===== src/rtl/risc_io_bridge.sv =====
// Memory-mapped bridge between the 16-bit RISC processor bus, the 256x16 RAM
// and an I/O window holding a transmit FIFO, a status register and an rx holding register.
module risc_io_bridge #(
  parameter int          FIFO_DEPTH = 4,
  parameter int          PTR_W      = 2,
  parameter logic [15:0] IO_BASE    = 16'hFF00
) (
  input  logic        clk,
  input  logic        reset,
  input  logic [15:0] cpu_addr,
  input  logic [15:0] cpu_wdata,
  input  logic        cpu_mw_en,
  output logic [15:0] cpu_rdata,
  output logic [7:0]  ram_addr,
  output logic [15:0] ram_wdata,
  output logic        ram_we,
  input  logic [15:0] ram_rdata,
  output logic [15:0] tx_data,
  output logic        tx_valid,
  input  logic        tx_ready,
  input  logic [15:0] rx_data,
  input  logic        rx_valid,
  output logic        rx_ready
);

  localparam logic [15:0]    TXD_ADDR  = IO_BASE;
  localparam logic [15:0]    STAT_ADDR = IO_BASE + 16'd1;
  localparam logic [15:0]    RXD_ADDR  = IO_BASE + 16'd2;
  localparam logic [PTR_W:0] FULL_CNT  = FIFO_DEPTH[PTR_W:0];

  logic [15:0]      mem [FIFO_DEPTH];
  logic [PTR_W-1:0] wr_ptr;
  logic [PTR_W-1:0] rd_ptr;
  logic [PTR_W:0]   count;
  logic             ovf;
  logic             rx_full;
  logic [15:0]      rx_hold;
  logic             mw_q;

  logic ram_sel, txd_sel, stat_sel, rxd_sel;
  logic io_wr, push, pop, push_ok;
  logic tx_empty, tx_full;

  assign ram_sel  = (cpu_addr[15:8] == 8'h00);
  assign txd_sel  = (cpu_addr == TXD_ADDR);
  assign stat_sel = (cpu_addr == STAT_ADDR);
  assign rxd_sel  = (cpu_addr == RXD_ADDR);

  assign ram_addr  = cpu_addr[7:0];
  assign ram_wdata = cpu_wdata;
  assign ram_we    = cpu_mw_en & ram_sel;

  // The processor may hold mw_en for several cycles; only its rising edge acts on I/O.
  assign io_wr = cpu_mw_en & ~mw_q;

  assign tx_empty = (count == '0);
  assign tx_full  = (count == FULL_CNT);

  // Valid/ready: a word transfers on a rising clk edge where valid and ready are
  // both high; valid never depends on ready, and both only change on clock edges.
  assign tx_valid = ~tx_empty;
  assign tx_data  = mem[rd_ptr];
  assign rx_ready = ~rx_full;

  assign push    = io_wr & txd_sel;
  assign pop     = tx_valid & tx_ready;
  assign push_ok = push & (~tx_full | pop);

  always_comb begin
    cpu_rdata = 16'h0000;
    if (ram_sel)       cpu_rdata = ram_rdata;
    else if (stat_sel) cpu_rdata = {11'b0, rx_full, ovf, tx_full, tx_empty, 1'b0};
    else if (rxd_sel)  cpu_rdata = rx_hold;
  end

  // FIFO storage needs no reset; entries are only read behind a valid count.
  always_ff @(posedge clk) begin
    if (push_ok) mem[wr_ptr] <= cpu_wdata;
  end

  always_ff @(posedge clk) begin
    if (reset) begin
      wr_ptr  <= '0;
      rd_ptr  <= '0;
      count   <= '0;
      ovf     <= 1'b0;
      rx_full <= 1'b0;
      rx_hold <= 16'h0000;
      mw_q    <= 1'b0;
    end else begin
      mw_q <= cpu_mw_en;
      if (push_ok) wr_ptr <= wr_ptr + 1'b1;
      if (pop)     rd_ptr <= rd_ptr + 1'b1;
      case ({push_ok, pop})
        2'b10:   count <= count + 1'b1;
        2'b01:   count <= count - 1'b1;
        default: count <= count;
      endcase
      if (push & tx_full & ~pop)   ovf <= 1'b1;
      else if (io_wr & stat_sel)   ovf <= 1'b0;
      if (rx_valid & rx_ready) begin
        rx_hold <= rx_data;
        rx_full <= 1'b1;
      end else if (io_wr & rxd_sel) begin
        rx_full <= 1'b0;
      end
    end
  end

endmodule


===== config.mk =====
export PLATFORM = sky130hd
export DESIGN_NAME = risc_io_bridge
export DESIGN_NICKNAME = d
export VERILOG_FILES = /design/src/rtl/risc_io_bridge.sv
export SDC_FILE = /design/constraint.sdc
export NUM_CORES = 1
export LEC_CHECK = 0
export ABC_CLOCK_PERIOD_IN_PS = 3900
export CAP_MARGIN = 20
export CORE_MARGIN = 3
export CORE_UTILIZATION = 46
export DETAILED_ROUTE_END_ITERATION = 10
export PLACE_DENSITY = 0.8
export SKIP_LAST_GASP = 1
export SYNTH_ARGS = -nofsm -noshare
export SYNTH_HDL_FRONTEND = slang
export SYNTH_SLANG_ARGS = --single-unit

===== constraint.sdc =====
create_clock -name clk -period 3.9 [get_ports clk]
set_input_delay 0.78 -clock clk [delete_from_list [all_inputs] [get_ports clk]]
set_output_delay 0.78 -clock clk [all_outputs]
set_load 0.005 [all_outputs]

==> impl_metrics.tcl <==
set metrics [dict create \
    netSwitchingFraction 0.221 \
    grt_overflow_total 0 \
    drt_drc_violations_left 0 \
    start_kind "primary input" \
    cp.required_ns 3.12 \
    powerDensity_nw_per_um2 346 \
    dp.cells 490 \
    drtIter0Drc 55 \
    cp-startpoint "cpu_addr[6]" \
    r2r-end "count[2]" \
    fin_crit_sh 0.976 \
    ys_ff_latch 92 \
    antenna_found_initial 0 \
    synth-seq-area-share 0.633 \
    ff2ff_path_depth 10 \
    p_clk_frac 0.359 \
    final_cell_mix "115 x clkdlybuf4s50_1, 64 x edfxtp_1, 38 x nand2_1" \
    pwr-share-seq 0.566 \
    initial_utilization 0.475 \
    fin_skew_ns 0.0136 \
    setup_viol 0 \
    netlist_instances 286 \
    ys_warn_count 0 \
    grt_setup_unrepaired "false" \
    die_h_um 98.3 \
    clock_sinks 92 \
    r2r_slack_ns 1.45 \
    fin_nets 475 \
    hp-class "reg2reg" \
    status "complete, no violations" \
    gp_congestion 0.758 \
    slew_viol_final 0 \
    dp_hpwl_um 5680 \
    synthToLayoutAreaGrowth_pct 37.9 \
    fin_crit_ns 3.81 \
    fin_cells 510 \
    core-area_um2 8260 \
    clk_pin_slew_worst_paths_ns 0.10 \
    clock_tree.buffer_depth 2 \
    dr.pass1.iters 4 \
    p_switching_uw 414 \
    tightest_slew_ns 1.07 \
    syn_avg_cell_area_um2 13.7 \
    combPwrFrac 0.074 \
    crit_end "cpu_rdata[2]" \
    wl_um 7990 \
    drv_cap 0 \
    crit_type "in2out" \
    die_w_um 98.3 \
    grt_pass1_wl_um 13000 \
    worstPathArrival_ns 3.03 \
    std_cell_rows 33 \
    p_int_uw 1450 \
    cts_tree "yes" \
    clock.fmax_mhz 263 \
    setup_tns_ns 0 \
    hold_slack_ns 0.461 \
    drive_above_1_share 0.138 \
    ir_worst_vdd_mv 0.175 \
    power.leakage_uw 0.00187 \
    ant_nets 0 \
    pin_count 128 \
    synth_area_um2 3920 \
    diodes 0 \
    final_common_cell "clkdlybuf4s50_1" \
    end_kind "output pin" \
    clk_latency_ns 0.36 \
    cts.htree.levels 3 \
    cts_root_buf "clkbuf_8" \
    slew_headroom 0.287 \
    hold_violations 0 \
    die_area_um2 9660 \
    synth_cell_types 34 \
    grt_pass1_vias 2712 \
    crit_path_max_fanout 3 \
    vias 2615 \
    cts_buffers 9 \
    portBuffers 127 \
    wl_per_cell_um 15.7 \
    grt_max_degree 28 \
    vias_per_cell 5.13 \
    grtUsageTotal 0.171 \
    syn-num-nets 361 \
    ctsHoldBuffers 0 \
    r2r-start "count[0]" \
]
## synthesized netlist by cell type (all sizes together)
cell / n / share of area
nor4: 2 / 0.0032
nand2: 38 / 0.036
clkbuf: 11 / 0.011
o21bai: 1 / 0.0019
nor2b: 3 / 0.0048
or4: 5 / 0.011
fa: 1 / 0.0051
and3: 4 / 0.0064
inv: 9 / 0.0086
edfxtp: 64 / 0.49
nor2: 9 / 0.0086
a31oi: 2 / 0.0032
buf: 26 / 0.048
a22o: 12 / 0.027
dfxtp: 28 / 0.14
o211ai: 4 / 0.013
nand3: 8 / 0.010
nand2b: 1 / 0.0016
nor4b: 1 / 0.0022
and2: 3 / 0.0048
xor2: 3 / 0.0067
xnor2: 1 / 0.0022
or4bb: 1 / 0.0029
ha: 5 / 0.016
a21oi: 20 / 0.026
o21ai: 3 / 0.0038
a311oi: 1 / 0.0022
mux4: 16 / 0.092
nand4: 1 / 0.0016
or3: 2 / 0.0032
or4b: 1 / 0.0035
## how the worst min path moves through the flow
stage / from / to / slack, ns / cells past startpoint
floorplan: rx_hold[0] / rx_hold[0] / 0.44 / 2
global placement: rx_hold[3] / rx_hold[3] / 0.44 / 2
detailed placement: rx_hold[2] / rx_hold[2] / 0.45 / 2
CTS: rx_hold[2] / rx_hold[2] / 0.46 / 2
global route: rx_hold[9] / rx_hold[9] / 0.49 / 2
finish: rx_hold[2] / rx_hold[2] / 0.46 / 2
## layout make-up
type | count | area, µm²
clock buffers | 9 | 124
clock inverters | 7 | 92.6
fillers | 628 | 2860
inverters | 9 | 33.8
multi-input cells | 148 | 1170
flip-flops and latches | 92 | 2480
well taps | 105 | 131
repair buffers | 140 | 1370
## power by group through the flow
stage | Clock, µW | Sequential (µW) | Combinational [µW]
6_report | 671 | 1060 | 139
2_1_floorplan | 0 | 1080 | 47.2
3_5_place_dp | 0 | 1080 | 143
3_3_place_gp | 0 | 1080 | 139
4_1_cts | 694 | 1060 | 140
5_1_grt | 740 | 1060 | 150
## metal layers
metal | vias up | GRT usage | share of wire
met5 | - | 0 | 0
met3 | 10 | 0.0529 | 0.086
met2 | 109 | 0.281 | 0.48
met4 | 0 | 0.0693 | 0.018
met1 | 1225 | 0.210 | 0.41
li1 | 1271 | - | -
## worst max-delay path: stages
cell	delay (ns)
dlygate4sd2_1	0.24
or4_4	0.54
or4_4	0.53
or4b_4	0.54
buf_6	0.14
o211ai_2	0.13
buf_2	0.13
## what timing repair did
item / in CTS / in global routing
resized for setup: 26 / 1
endpoints found under the setup margin: 9 / 11
pin swaps: 4 / 3
setup buffers: 4 / 0
## sequential cells by signal (all words and copies together), names as in the netlist, named ones only
register	count
mw_q	1
rx_hold	16
rx_full	1
ovf	1
count	3
rd_ptr	2
mem	64
wr_ptr	2
## stage by stage
step	area, µm²	total power [µW]	setup WS, ns	utilization
floorplan	3920	1130	0.555	-
CTS	5400	1890	0.0218	0.654
detailed placement	5170	1220	-0.417	0.626
global route	5400	1950	0.0195	0.654
global placement	5170	1220	-0.402	0.626
finish	5400	1870	0.0941	0.654
## kinds of logic after synthesis
kind of cell / count (synthesis) / synth area share
flip-flops: 92 / 0.633
buffers and inverters: 46 / 0.0674
AND/OR/NAND/NOR: 79 / 0.101
multiplexers: 16 / 0.0920
adder cells (fa/ha/maj): 6 / 0.0211
AO/OA/AOI/OAI: 43 / 0.0763
XOR/XNOR: 4 / 0.00894
Note: power is estimated with default switching activity, not from simulation.
